<file path="src/rtl/display_scan_controller.sv">
// Multiplexed 7-segment scan controller with frame-boundary value commit and dead time.
// Optional build macro LEADING_ZERO_BLANK_EN suppresses leading zeros on digits above digit 0.
module display_scan_controller #(
    parameter int NUM_DIGITS  = 4,
    parameter int REFRESH_DIV = 50000,
    parameter int DEAD_CYCLES = 2
) (
    input  logic                    clk,
    input  logic                    rst_n,
    input  logic [4*NUM_DIGITS-1:0] value_bcd,
    input  logic                    load,
    input  logic                    blank,
    output logic                    busy,
    output logic [7:0]              seg_out,
    output logic [NUM_DIGITS-1:0]   digit_en,
    output logic                    frame_done
);

    localparam int CW = (REFRESH_DIV > 1) ? $clog2(REFRESH_DIV) : 1;
    localparam int IW = $clog2(NUM_DIGITS);
    localparam logic [CW-1:0] CNT_LAST  = CW'(REFRESH_DIV - 1);
    localparam logic [CW-1:0] DEAD_LAST = CW'(DEAD_CYCLES - 1);
    localparam logic [IW-1:0] IDX_LAST  = IW'(NUM_DIGITS - 1);

    typedef enum logic {
        S_DEAD = 1'b0,
        S_ON   = 1'b1
    } state_t;

    state_t                  state_q, state_d;
    logic [CW-1:0]           count_q, count_d;
    logic [IW-1:0]           idx_q, idx_d;
    logic [4*NUM_DIGITS-1:0] disp_q, disp_d;
    logic [4*NUM_DIGITS-1:0] stage_q, stage_d;
    logic                    busy_q, busy_d;
    logic [7:0]              seg_q, seg_d;
    logic [NUM_DIGITS-1:0]   en_q, en_d;
    logic                    frame_q, frame_d;

    logic tick;
    logic boundary;
    logic [3:0] nibble;
    logic suppress;

    function automatic logic [7:0] seg_code(input logic [3:0] n);
        case (n)
            4'd0:    seg_code = 8'hC0;
            4'd1:    seg_code = 8'hF9;
            4'd2:    seg_code = 8'hA4;
            4'd3:    seg_code = 8'hB0;
            4'd4:    seg_code = 8'h99;
            4'd5:    seg_code = 8'h92;
            4'd6:    seg_code = 8'h82;
            4'd7:    seg_code = 8'hF8;
            4'd8:    seg_code = 8'h80;
            4'd9:    seg_code = 8'h90;
            default: seg_code = 8'hFF;
        endcase
    endfunction

    // NOTE: every always_comb output gets a default first so no path can infer a latch.
    always_comb begin
        tick     = (count_q == CNT_LAST);
        boundary = tick && (idx_q == IDX_LAST);
        count_d  = tick ? '0 : count_q + 1'b1;

        idx_d = idx_q;
        if (tick) begin
            idx_d = (idx_q == IDX_LAST) ? '0 : idx_q + 1'b1;
        end

        state_d = state_q;
        case (state_q)
            S_DEAD:  if (count_q == DEAD_LAST) state_d = S_ON;
            S_ON:    if (tick) state_d = S_DEAD;
            default: state_d = S_DEAD;
        endcase

        // A load landing on the boundary edge bypasses the staging register entirely.
        disp_d  = disp_q;
        stage_d = stage_q;
        busy_d  = busy_q;
        if (boundary) begin
            if (load) begin
                disp_d = value_bcd;
                busy_d = 1'b0;
            end else if (busy_q) begin
                disp_d = stage_q;
                busy_d = 1'b0;
            end
        end else if (load) begin
            stage_d = value_bcd;
            busy_d  = 1'b1;
        end

        nibble   = disp_d[4*int'(idx_d) +: 4];
        suppress = 1'b0;
`ifdef LEADING_ZERO_BLANK_EN
        if (idx_d != '0) begin
            suppress = 1'b1;
            for (int j = 0; j < NUM_DIGITS; j++) begin
                if (j >= int'(idx_d) && disp_d[4*j +: 4] != 4'h0) suppress = 1'b0;
            end
        end
`endif

        // Segments follow the next digit even during dead time so they settle before enable.
        seg_d   = suppress ? 8'hFF : seg_code(nibble);
        en_d    = '1;
        if (state_d == S_ON && !blank) begin
            en_d = ~(NUM_DIGITS'(1) << idx_d);
        end
        frame_d = boundary;
    end

    // NOTE: sequential state uses non-blocking assignments only, so every register sees pre-edge values.
    always_ff @(posedge clk) begin
        if (!rst_n) begin
            state_q <= S_DEAD;
            count_q <= '0;
            idx_q   <= '0;
            disp_q  <= '0;
            stage_q <= '0;
            busy_q  <= 1'b0;
            seg_q   <= 8'hFF;
            en_q    <= '1;
            frame_q <= 1'b0;
        end else begin
            state_q <= state_d;
            count_q <= count_d;
            idx_q   <= idx_d;
            disp_q  <= disp_d;
            stage_q <= stage_d;
            busy_q  <= busy_d;
            seg_q   <= seg_d;
            en_q    <= en_d;
            frame_q <= frame_d;
        end
    end

    assign busy       = busy_q;
    assign seg_out    = seg_q;
    assign digit_en   = en_q;
    assign frame_done = frame_q;

endmodule

</file>
<file path="config.mk">
export PLATFORM = sky130hd
export DESIGN_NAME = display_scan_controller
export DESIGN_NICKNAME = d
export VERILOG_FILES = /design/src/rtl/display_scan_controller.sv
export SDC_FILE = /design/constraint.sdc
export NUM_CORES = 1
export LEC_CHECK = 0
export BUFFER_PORTS_ARGS = -buffer_cell sky130_fd_sc_hd__buf_2
export CAP_MARGIN = 5
export CORE_MARGIN = 3
export CORE_UTILIZATION = 63
export DETAILED_ROUTE_END_ITERATION = 16
export PLACE_DENSITY = 0.95
export SLEW_MARGIN = 20
export SYNTH_ARGS = -nofsm -noshare
export SYNTH_HDL_FRONTEND = slang
export SYNTH_SLANG_ARGS = --single-unit
</file>
<file path="constraint.sdc">
create_clock -name clk -period 8.7 [get_ports clk]
set_input_delay 0.435 -clock clk [delete_from_list [all_inputs] [get_ports clk]]
set_output_delay 0.435 -clock clk [all_outputs]
set_load 0.01 [all_outputs]
</file>
* After elaboration in Yosys (flattened, before gate mapping)
Memory sizes are Yosys's and may differ from the RTL's. A register that Yosys moved wholly into a read port is not among the register bits.
Cells that the tools add are included.
Widths: inputs -> output; s select.
** Word-level totals
- Register bits :: 65
- Memory bits (read-only) :: 112
- Output and inout port bits :: 14
- Word-level logic and storage cells :: 37
- Memories kept :: 1
** Cells by class
- $add $sub $neg :: 2
- Equality and inequality tests :: 3
- Shifts and indexed selects :: 2
- Multiplexer cells :: 8
- Bitwise logic cells :: 4
- Reductions and logical operators :: 8
** Memory list
- (no name shown) :: depth 16, width 7, read ports 1, clocked after memory_dff 1, write ports 0, line 46 : case (n)
** Operators by type and width (number)
- $mux 16 :: 3
- $add 16x1->16 const B :: 1
- $eq 16x1->1 const B :: 1
- $eq 16x16->1 const B :: 1
- $shiftx 16x5->4 :: 1
- $mux 2 :: 2
- $not 4->4 :: 1
- $reduce_and 2->1 :: 2
- $reduce_or 2->1 :: 2
- $shl 1x2->4 const A :: 1
- $not 1->1 :: 3
- $add 2x1->2 const B :: 1
- $eq 2x2->1 const B :: 1
- $logic_and 1x1->1 :: 2
- $logic_not 1->1 :: 2
- $mux 1 :: 2
- $pmux 1 s2 :: 1

* Logic depth before layout (Yosys ltp)
Gate-level depths: netlist (run 1).
- Depth after elaboration :: 5
- Gate-level depth with buffers :: 16

* Least setup slack after synthesis (run 1)
Ideal clock, no wire load.
- Kind :: register -> register
- Start :: register count_q[0]
- End :: register seg_q[3], in the netlist seg_out[3]
- Setup time :: 0.073 ns
- Data arrival time :: 2.696 ns
- Required time :: 8.627 ns
- Slack :: 5.931 ns
- Stages on the path, launching flop included :: 15
- Buffers on the path :: 2
- Clock period less this slack :: 2.769 ns
- Cells stage by stage :: dfxtp_1 ha_1 and3_1 buf_6 and3b_1 buf_6 nand2_1 a221oi_2 a22oi_1 nand2_1 inv_1 ha_1 nor3_1 a21oi_1 o211ai_2
** On the way
- Word-level cells in the longest chain between the ends :: 4
- Elaborated cells on any way between the ends :: 5
** Ends and longest elaborated chain
- start: declaration :: line 31 : logic [CW-1:0] count_q, count_d;
- start signal: assignment :: line 130 : count_q <= count_d;
- $eq 16x16->1 * :: line 63 : tick = (count_q == CNT_LAST);
- $logic_and 1x1->1 :: line 64 : boundary = tick && (idx_q == IDX_LAST);
- $mux 16 :: line 83 : if (boundary) begin
- $shiftx 16x5->4 * :: line 96 : nibble = disp_d[4*int'(idx_d) +: 4];
- end: declaration :: line 36 : logic [7:0] seg_q, seg_d;
Every way passes the cells marked *; elsewhere a longest branch is shown, timed or not.
A chain may end at the register's enable or synchronous reset.

* Worst setup path in the final report (run 1)
Same ends and word-level chain as after synthesis.

==> impl_metrics.prom, run 1 <==
# TYPE chip_impl_metric gauge
chip_impl_info{name="cp_cell_sequence",value="ha_1 > and3_1 > and3b_1 > buf_4 > nand2_1 > a221oi_2 > a22oi_1 > nand2_1 > inv_1 > ha_1 > nor3_1 > a21oi_1 > o211ai_2"} 1
chip_impl_metric{name="grt_max_degree",unit=""} 36
chip_impl_metric{name="insertedDiodeCount",unit=""} 0
chip_impl_metric{name="die_height",unit="um"} 76.9
chip_impl_metric{name="grt_first_pass_wirelength",unit="mm"} 12.7
chip_impl_metric{name="cp_slowest_stage_delay",unit="ns"} 0.54
chip_impl_metric{name="place_congestion",unit=""} 0.822
chip_impl_metric{name="min_delay_path_depth",unit=""} 3
chip_impl_info{name="post_synth_main_area_contributors",value="sky130_fd_sc_hd__dfxtp_1 (40%), sky130_fd_sc_hd__nor2_1 (6.4%), sky130_fd_sc_hd__mux2i_1 (4.7%)"} 1
chip_impl_metric{name="multiInputGateArea",unit="um^2"} 1720
chip_impl_info{name="critPathKind",value="flip-flop to flip-flop"} 1
chip_impl_metric{name="synth-edff-count",unit=""} 0
chip_impl_metric{name="drtAntennaViolNets",unit=""} 0
chip_impl_info{name="netlist.top_cell.by_area",value="sky130_fd_sc_hd__dfxtp_1"} 1
chip_impl_metric{name="yosys_register_bits",unit=""} 64
chip_impl_info{name="reg2reg_to",value="seg_out[3]"} 1
chip_impl_metric{name="crit_fanout",unit=""} 35
chip_impl_metric{name="ctsHoldBuffers",unit=""} 0
chip_impl_metric{name="synth_sequential_area_ratio",unit=""} 0.405
chip_impl_metric{name="seqPwrFrac",unit=""} 0.463
chip_impl_metric{name="starting_utilization_of_the_core_area",unit=""} 0.661
chip_impl_metric{name="synth.net_count",unit=""} 388
chip_impl_metric{name="switching_share",unit=""} 0.213
chip_impl_metric{name="proportion_of_register_bits_with_asynchronous_set_or_reset_after_synthesis",unit=""} 0
chip_impl_metric{name="tritoncts_num_sinks",unit=""} 64
chip_impl_info{name="worstHoldEndpoint",value="digit_en[0]"} 1
chip_impl_metric{name="via_count_of_the_first_global_routing_pass",unit=""} 2694
chip_impl_info{name="ys_dominant_reg_cell",value="sky130_fd_sc_hd__dfxtp_1"} 1
chip_impl_metric{name="dr.pass1.iters",unit=""} 6
chip_impl_metric{name="synth_top_cell_area_share",unit=""} 0.405
chip_impl_metric{name="cp.buffers_inverters",unit=""} 2
chip_impl_metric{name="drc_errors",unit=""} 0
chip_impl_metric{name="dpl.cell_count",unit=""} 436
chip_impl_metric{name="clk_pin_slew",unit="ns"} 0.06
chip_impl_info{name="min-delay-path-class",value="primary input to flip-flop"} 1
chip_impl_metric{name="power_frac_comb",unit=""} 0.053
chip_impl_metric{name="timing.reg2reg.worst_path_depth",unit=""} 13
chip_impl_metric{name="layout.filler_cells",unit=""} 331
chip_impl_info{name="outcome",value="finished clean"} 1
chip_impl_metric{name="grt_overflow",unit=""} 0
chip_impl_metric{name="slew_headroom",unit=""} 0.318
chip_impl_metric{name="fin_crit_sh",unit=""} 0.409
chip_impl_info{name="worstSetupEndpointType",value="flip-flop"} 1
chip_impl_metric{name="power.density_cell_area",unit="nW/um^2"} 186
chip_impl_metric{name="r2r_setup_slack",unit="ns"} 5.14
chip_impl_metric{name="drv_slew",unit=""} 0
chip_impl_metric{name="port_buffers",unit=""} 32
chip_impl_metric{name="post_cts.repair.setup_buffers",unit=""} 0
chip_impl_metric{name="tritoncts.num_buffers",unit=""} 9
chip_impl_metric{name="maxCapViolCount",unit=""} 0
chip_impl_metric{name="p_clk_frac",unit=""} 0.484
chip_impl_info{name="synth_most_common_cell",value="sky130_fd_sc_hd__dfxtp_1"} 1
chip_impl_metric{name="netlist_instances",unit=""} 360
chip_impl_metric{name="placeableCoreArea",unit="um^2"} 4790
chip_impl_metric{name="mappedNetlistArea",unit="um^2"} 3160
chip_impl_info{name="cts_tree",value="yes"} 1
chip_impl_metric{name="max-vdd-ir-drop",unit="V"} 0.000160
chip_impl_info{name="worst_path_dominant_cell_family",value="simple AND/OR/NAND/NOR gates"} 1
chip_impl_metric{name="routed_wirelength",unit="mm"} 7.45
chip_impl_info{name="critical_path_launch_point_type",value="flip-flop"} 1
chip_impl_metric{name="nets",unit=""} 408
chip_impl_metric{name="cts_buffer_depth",unit=""} 2
chip_impl_metric{name="cts-resized-gates",unit=""} 0
chip_impl_metric{name="req_time_crit_path",unit="ns"} 8.98
chip_impl_metric{name="max_clock_freq",unit="GHz"} 0.281
chip_impl_metric{name="netlist-cell-type-count",unit=""} 50
chip_impl_metric{name="leakagePower",unit="nW"} 1.51
chip_impl_metric{name="floorplan.rows",unit=""} 25
chip_impl_metric{name="num_vias",unit=""} 2863
chip_impl_metric{name="wire_per_inst",unit="um"} 16.5
chip_impl_metric{name="share_of_layout_cells_above_drive_strength_1",unit=""} 0.161
chip_impl_info{name="rsz0062_at_grt",value="no"} 1
chip_impl_metric{name="syn2layout_area_growth",unit="%"} 12.2
chip_impl_metric{name="tightestPinTransition",unit="ns"} 1.02
chip_impl_metric{name="die_x",unit="um"} 76.9
chip_impl_metric{name="die-area",unit="um^2"} 5910
chip_impl_metric{name="drt_first_iter_violations",unit=""} 318
chip_impl_metric{name="final.hold.worst_slack",unit="ns"} 0.327
chip_impl_info{name="cts_root_buffer",value="sky130_fd_sc_hd__clkbuf_8"} 1
chip_impl_metric{name="synth-warning-count",unit=""} 0
chip_impl_metric{name="cts-htree-levels",unit=""} 3
chip_impl_info{name="timing.rr.start",value="count_q[0]"} 1
chip_impl_metric{name="timing.final.crit_period",unit="ns"} 3.56
chip_impl_metric{name="avgViaCountPerCell",unit=""} 6.33
chip_impl_info{name="min-delay-start",value="blank"} 1
chip_impl_metric{name="syn_area_per_cell",unit="um^2"} 8.79
chip_impl_metric{name="layout_skew",unit="ns"} 0.0101
chip_impl_metric{name="grt_antenna_before_repair",unit=""} 0
chip_impl_metric{name="total_switching_power",unit="mW"} 0.141
chip_impl_metric{name="report.final.setup_viol",unit=""} 0
chip_impl_metric{name="layoutNonFillerInstCount",unit=""} 452
chip_impl_metric{name="ios",unit=""} 34
chip_impl_metric{name="grtUsageTotal",unit=""} 0.268
chip_impl_metric{name="tns",unit="ns"} 0
chip_impl_info{name="synth.cells.most_frequent",value="sky130_fd_sc_hd__dfxtp_1 (64), sky130_fd_sc_hd__nor2_1 (54), sky130_fd_sc_hd__nand3_1 (27)"} 1
chip_impl_metric{name="timing.final.hold_violations",unit=""} 0
chip_impl_metric{name="clkLatencyLatePin",unit="ns"} 0.35
chip_impl_metric{name="regArea",unit="um^2"} 1280
chip_impl_metric{name="worst-endpoint-arrival",unit="ns"} 3.83
chip_impl_info{name="crit_path_top_delay_cell",value="sky130_fd_sc_hd__a221oi_2"} 1
chip_impl_metric{name="p_int",unit="mW"} 0.520
chip_impl_metric{name="place.detailed.hpwl",unit="mm"} 4.97
[state kept, by name, summed over array words and instances, names as in the netlist]
name and count:
idx_q 2, stage_q 16, frame_done 1, state_q 1
count_q 16, disp_q 16, digit_en 4, busy 1
seg_out 7
[power groups by stage]
| stage | Clock [mW] | Sequential (mW) | Combinational [mW] |
|---|---|---|---|
| final | 0.320 | 0.306 | 0.0349 |
| after global routing | 0.339 | 0.307 | 0.0388 |
| after detailed placement | 0 | 0.313 | 0.0344 |
| after global placement | 0 | 0.312 | 0.0330 |
| after CTS | 0.325 | 0.306 | 0.0346 |
| after floorplan | 0 | 0.312 | 0.0222 |
[stage by stage]
step | util | power [mW] | instance area (um^2) | worst slack, ns
floorplan | - | 0.334 | 3160 | 5.93
global placement | 0.688 | 0.345 | 3290 | 5.54
detailed placement | 0.688 | 0.347 | 3290 | 5.27
CTS | 0.741 | 0.666 | 3550 | 5.23
global route | 0.742 | 0.685 | 3550 | 4.93
finish | 0.742 | 0.662 | 3550 | 5.14
[cell families (layout without fill, tap and decap cells)]
family	count (synthesis)	count (layout)	synth area share
and+or+nand+nor	152	152	0.249
AOI/OAI and AO/OA	69	69	0.169
DFF	64	64	0.405
buffers and inverters	36	61	0.0554
xor gates and xnor gates	15	15	0.0415
muxes	15	15	0.0474
adders and majority gates	8	8	0.0316
other	1	1	0.00119
[how the worst max path moves through the flow]
stage | slack, ns | start | end | cells past startpoint
2_1_floorplan | 5.93 | count_q[0] | seg_out[3] | 14
3_3_place_gp | 5.54 | count_q[0] | seg_out[3] | 13
3_5_place_dp | 5.27 | count_q[0] | seg_out[3] | 13
4_1_cts | 5.23 | count_q[0] | seg_out[3] | 13
5_1_grt | 4.93 | count_q[0] | seg_out[3] | 13
6_report | 5.14 | count_q[0] | seg_out[3] | 13
[final cells by class]
cell class | instances | share of cell area
Clock buffer | 11 | 0.0426
Multi-Input combinational cell | 260 | 0.483
Sequential cell | 64 | 0.361
Clock inverter | 5 | 0.0289
Inverter | 11 | 0.0116
Tap cell | 67 | 0.0236
Timing Repair Buffer | 34 | 0.0493
[routing by layer]
metal | up-vias | share of wire | global-route usage
met1 | 1345 | 0.40 | 0.319
met2 | 151 | 0.49 | 0.438
li1 | 1339 | - | -
met5 | - | 0 | 0
met3 | 28 | 0.078 | 0.0869
met4 | 0 | 0.027 | 0.121
[cell usage in the layout, fill, tap and decap left out, types with 3 or more instances in the layout]
cell type | netlist | routed
sky130_fd_sc_hd__a22o_1 | 3 | 3
sky130_fd_sc_hd__mux2i_1 | 15 | 15
sky130_fd_sc_hd__inv_1 | 10 | 10
sky130_fd_sc_hd__a32oi_1 | 8 | 8
sky130_fd_sc_hd__ha_1 | 8 | 8
sky130_fd_sc_hd__buf_2 | 5 | 32
sky130_fd_sc_hd__xnor2_1 | 7 | 7
sky130_fd_sc_hd__a31oi_1 | 10 | 10
sky130_fd_sc_hd__o221ai_1 | 4 | 4
sky130_fd_sc_hd__and2_1 | 12 | 12
sky130_fd_sc_hd__dfxtp_1 | 64 | 64
sky130_fd_sc_hd__a41oi_1 | 3 | 3
sky130_fd_sc_hd__bufinv_16 | 0 | 3
sky130_fd_sc_hd__clkbuf_8 | 0 | 11
sky130_fd_sc_hd__a21oi_1 | 7 | 7
sky130_fd_sc_hd__o21ai_0 | 12 | 12
sky130_fd_sc_hd__nand4_1 | 18 | 18
sky130_fd_sc_hd__a21o_1 | 4 | 4
sky130_fd_sc_hd__a22oi_1 | 5 | 5
sky130_fd_sc_hd__nor3_1 | 3 | 3
sky130_fd_sc_hd__nor2_1 | 54 | 54
sky130_fd_sc_hd__nand2_1 | 15 | 15
sky130_fd_sc_hd__o211ai_1 | 3 | 3
sky130_fd_sc_hd__and3_1 | 8 | 8
sky130_fd_sc_hd__xor2_1 | 8 | 8
sky130_fd_sc_hd__nand3_1 | 27 | 27
[worst register-to-register path, cell delays in order (launching register included)]
cell	delay, ns
sky130_fd_sc_hd__dfxtp_1	0.38
sky130_fd_sc_hd__ha_1	0.19
sky130_fd_sc_hd__and3_1	0.28
sky130_fd_sc_hd__and3b_1	0.19
sky130_fd_sc_hd__buf_4	0.32
sky130_fd_sc_hd__nand2_1	0.28
sky130_fd_sc_hd__a221oi_2	0.54
sky130_fd_sc_hd__a22oi_1	0.16
sky130_fd_sc_hd__nand2_1	0.22
sky130_fd_sc_hd__inv_1	0.13
sky130_fd_sc_hd__ha_1	0.35
sky130_fd_sc_hd__nor3_1	0.22
sky130_fd_sc_hd__a21oi_1	0.08
sky130_fd_sc_hd__o211ai_2	0.15
(Power assumes the default switching activity.)
==> inputs of run 2 (changes only) <==
--- a/config.mk
+++ b/config.mk
@@ -8,9 +8,9 @@
 export BUFFER_PORTS_ARGS = -buffer_cell sky130_fd_sc_hd__buf_2
 export CAP_MARGIN = 5
 export CORE_MARGIN = 3
-export CORE_UTILIZATION = 63
+export CORE_UTILIZATION = 58
 export DETAILED_ROUTE_END_ITERATION = 16
-export PLACE_DENSITY = 0.95
+export PLACE_DENSITY = 0.89
 export SLEW_MARGIN = 20
 export SYNTH_ARGS = -nofsm -noshare
 export SYNTH_HDL_FRONTEND = slang
==> constraint.sdc (replaced) <==
create_clock -name clk -period 3.67 [get_ports clk]
set_input_delay 0.1835 -clock clk [delete_from_list [all_inputs] [get_ports clk]]
set_output_delay 0.1835 -clock clk [all_outputs]
set_load 0.01 [all_outputs]
==> impl_metrics.prom, run 2 (synthesis results as in run 1) <==
# TYPE chip_impl_metric gauge
chip_impl_info{name="outcome",value="finished clean"} 1
chip_impl_metric{name="tightestPinTransition",unit="ns"} 1.03
chip_impl_metric{name="maxCapViolCount",unit=""} 0
chip_impl_info{name="cts_root_buffer",value="sky130_fd_sc_hd__clkbuf_8"} 1
chip_impl_metric{name="p_int",unit="mW"} 1.02
chip_impl_metric{name="fin_total_pwr",unit="mW"} 1.34
chip_impl_metric{name="insertedDiodeCount",unit=""} 0
chip_impl_metric{name="req_time_crit_path",unit="ns"} 3.95
chip_impl_metric{name="final.hold.worst_slack",unit="ns"} 0.0793
chip_impl_info{name="cp_cell_sequence",value="nor4_4 > and4b_1 > a32oi_1 > nand3_1 > a22oi_1 > nand2_1 > inv_1 > ha_1 > nor3_1 > a21oi_1 > o211ai_2"} 1
chip_impl_metric{name="gr-usage-met1",unit=""} 0.282
chip_impl_metric{name="placeableCoreArea",unit="um^2"} 5200
chip_impl_metric{name="port_buffers",unit=""} 32
chip_impl_info{name="min-delay-path-class",value="primary input to flip-flop"} 1
chip_impl_info{name="mostFrequentLayoutCell",value="sky130_fd_sc_hd__dfxtp_1"} 1
chip_impl_metric{name="grt_antenna_before_repair",unit=""} 0
chip_impl_metric{name="place_congestion",unit=""} 0.847
chip_impl_info{name="critical_path_launch_point_type",value="flip-flop"} 1
chip_impl_info{name="cts_tree",value="yes"} 1
chip_impl_metric{name="clk_pin_slew",unit="ns"} 0.07
chip_impl_metric{name="grt_overflow",unit=""} 0
chip_impl_metric{name="grt_max_degree",unit=""} 36
chip_impl_info{name="worstSetupEndpointType",value="flip-flop"} 1
chip_impl_metric{name="crit_fanout",unit=""} 29
chip_impl_info{name="grt_busiest_layer",value="met2"} 1
chip_impl_metric{name="p_clk_frac",unit=""} 0.398
chip_impl_metric{name="starting_utilization_of_the_core_area",unit=""} 0.608
chip_impl_metric{name="fin_crit_sh",unit=""} 0.897
chip_impl_metric{name="drc_errors",unit=""} 0
chip_impl_metric{name="seqPwrFrac",unit=""} 0.540
chip_impl_metric{name="cp_slowest_stage_delay",unit="ns"} 0.94
chip_impl_metric{name="cts_buffer_depth",unit=""} 2
chip_impl_metric{name="wire_per_inst",unit="um"} 15.8
chip_impl_metric{name="dr.pass1.iters",unit=""} 5
chip_impl_metric{name="layout_skew",unit="ns"} 0.0125
chip_impl_metric{name="routed_wirelength",unit="mm"} 7.19
chip_impl_metric{name="timing.final.crit_period",unit="ns"} 3.29
chip_impl_info{name="mostFrequentLayoutCells",value="sky130_fd_sc_hd__dfxtp_1 (64), sky130_fd_sc_hd__nor2_1 (54), sky130_fd_sc_hd__buf_2 (32), sky130_fd_sc_hd__nand3_1 (27), sky130_fd_sc_hd__nand4_1 (18)"} 1
chip_impl_metric{name="r2r_setup_slack",unit="ns"} 0.38
chip_impl_metric{name="use_met3",unit=""} 0.0451
chip_impl_metric{name="tritoncts.num_buffers",unit=""} 9
chip_impl_metric{name="nets",unit=""} 410
chip_impl_metric{name="avgViaCountPerCell",unit=""} 6.21
chip_impl_metric{name="report.final.setup_viol",unit=""} 0
chip_impl_metric{name="ctsHoldBuffers",unit=""} 0
chip_impl_metric{name="leakagePower",unit="nW"} 1.47
chip_impl_metric{name="die-area",unit="um^2"} 6380
chip_impl_metric{name="num_vias",unit=""} 2834
chip_impl_metric{name="slew_headroom",unit=""} 0.312
chip_impl_metric{name="syn2layout_area_growth",unit="%"} 10.1
chip_impl_info{name="worst_path_dominant_cell_family",value="simple AND/OR/NAND/NOR gates"} 1
chip_impl_metric{name="die_x",unit="um"} 79.9
chip_impl_metric{name="ios",unit=""} 34
chip_impl_metric{name="switching_share",unit=""} 0.238
chip_impl_metric{name="tns",unit="ns"} 0
chip_impl_metric{name="power_frac_comb",unit=""} 0.062
chip_impl_metric{name="share_of_layout_cells_above_drive_strength_1",unit=""} 0.161
chip_impl_metric{name="grt_first_pass_wirelength",unit="mm"} 11.8
chip_impl_metric{name="floorplan.rows",unit=""} 26
chip_impl_metric{name="max-vdd-ir-drop",unit="V"} 0.000170
chip_impl_metric{name="grtUsageTotal",unit=""} 0.234
chip_impl_metric{name="drv_slew",unit=""} 0
chip_impl_metric{name="tritoncts_num_sinks",unit=""} 64
chip_impl_metric{name="cp.buffers_inverters",unit=""} 1
chip_impl_metric{name="worst-endpoint-arrival",unit="ns"} 3.57
chip_impl_metric{name="via_count_of_the_first_global_routing_pass",unit=""} 2652
chip_impl_metric{name="total_switching_power",unit="mW"} 0.320
chip_impl_metric{name="place.detailed.hpwl",unit="mm"} 4.87
chip_impl_metric{name="post_cts.repair.setup_buffers",unit=""} 0
chip_impl_metric{name="gr-usage-met2",unit=""} 0.392
chip_impl_info{name="biggestRegsByFlops",value="count_q (16), disp_q (16), stage_q (16)"} 1
chip_impl_metric{name="timing.final.hold_violations",unit=""} 0
chip_impl_metric{name="max_clock_freq",unit="GHz"} 0.304
chip_impl_metric{name="cts-resized-gates",unit=""} 0
chip_impl_metric{name="clkLatencyLatePin",unit="ns"} 0.35
chip_impl_metric{name="drtAntennaViolNets",unit=""} 0
chip_impl_metric{name="power.density_cell_area",unit="nW/um^2"} 386
chip_impl_info{name="crit_path_top_delay_cell",value="sky130_fd_sc_hd__and4b_1"} 1
chip_impl_info{name="critPathKind",value="flip-flop to flip-flop"} 1
chip_impl_info{name="rsz0062_at_grt",value="no"} 1
chip_impl_metric{name="cts-htree-levels",unit=""} 3
chip_impl_metric{name="drt_first_iter_violations",unit=""} 237
chip_impl_metric{name="layout.filler_cells",unit=""} 445
chip_impl_metric{name="die_height",unit="um"} 79.9
run 2: layout make-up:
cell class	count	area [um^2]	area share
clock inverters	3	17.5	0.00503
clock buffers	12	155	0.0445
flip-flops and latches	64	1280	0.368
inverters	11	41.3	0.0119
repair buffers	36	190	0.0546
multi-input cells	260	1710	0.491
well taps	70	87.6	0.0251
run 2: final timing paths:
path | endpoint | cells past startpoint | startpoint
worst max-delay path | seg_out[3] | 11 | count_q[11]
worst min-delay path | digit_en[2] | 3 | blank
worst max register to register | seg_out[3] | 11 | count_q[11]
worst min register to register | count_q[0] | 1 | count_q[0]
run 2: worst reg2reg max path, stage by stage, from the launching register on:
cell and delay, ns:
sky130_fd_sc_hd__dfxtp_1 0.37, sky130_fd_sc_hd__nor4_4 0.34, sky130_fd_sc_hd__and4b_1 0.94, sky130_fd_sc_hd__a32oi_1 0.29, sky130_fd_sc_hd__nand3_1 0.15, sky130_fd_sc_hd__a22oi_1 0.10
sky130_fd_sc_hd__nand2_1 0.21, sky130_fd_sc_hd__inv_1 0.12, sky130_fd_sc_hd__ha_1 0.33, sky130_fd_sc_hd__nor3_1 0.19, sky130_fd_sc_hd__a21oi_1 0.07, sky130_fd_sc_hd__o211ai_2 0.14
run 2: metal layers:
layer  wire length (um)  vias to the layer above
li1                   -                     1346
met1               2960                     1320
met2               3560                      143
met3                453                       25
met4                214                        0
met5                  0                        -
run 2: metrics by stage:
step	worst slack (ns)	cells	instance area (um^2)	utilization
2_1_floorplan	0.901	360	3160	-
5_1_grt	0.118	456	3480	0.669
3_3_place_gp	0.560	441	3310	0.636
6_report	0.376	456	3480	0.669
4_1_cts	0.358	456	3480	0.669
3_5_place_dp	0.380	441	3310	0.636
run 2: power by group through the flow:
stage,clock [mW],sequential [mW],combinational (mW)
4_1_cts,0.541,0.725,0.0829
6_report,0.534,0.725,0.0831
5_1_grt,0.577,0.727,0.0921
3_3_place_gp,0,0.739,0.0798
2_1_floorplan,0,0.739,0.0526
3_5_place_dp,0,0.740,0.0826
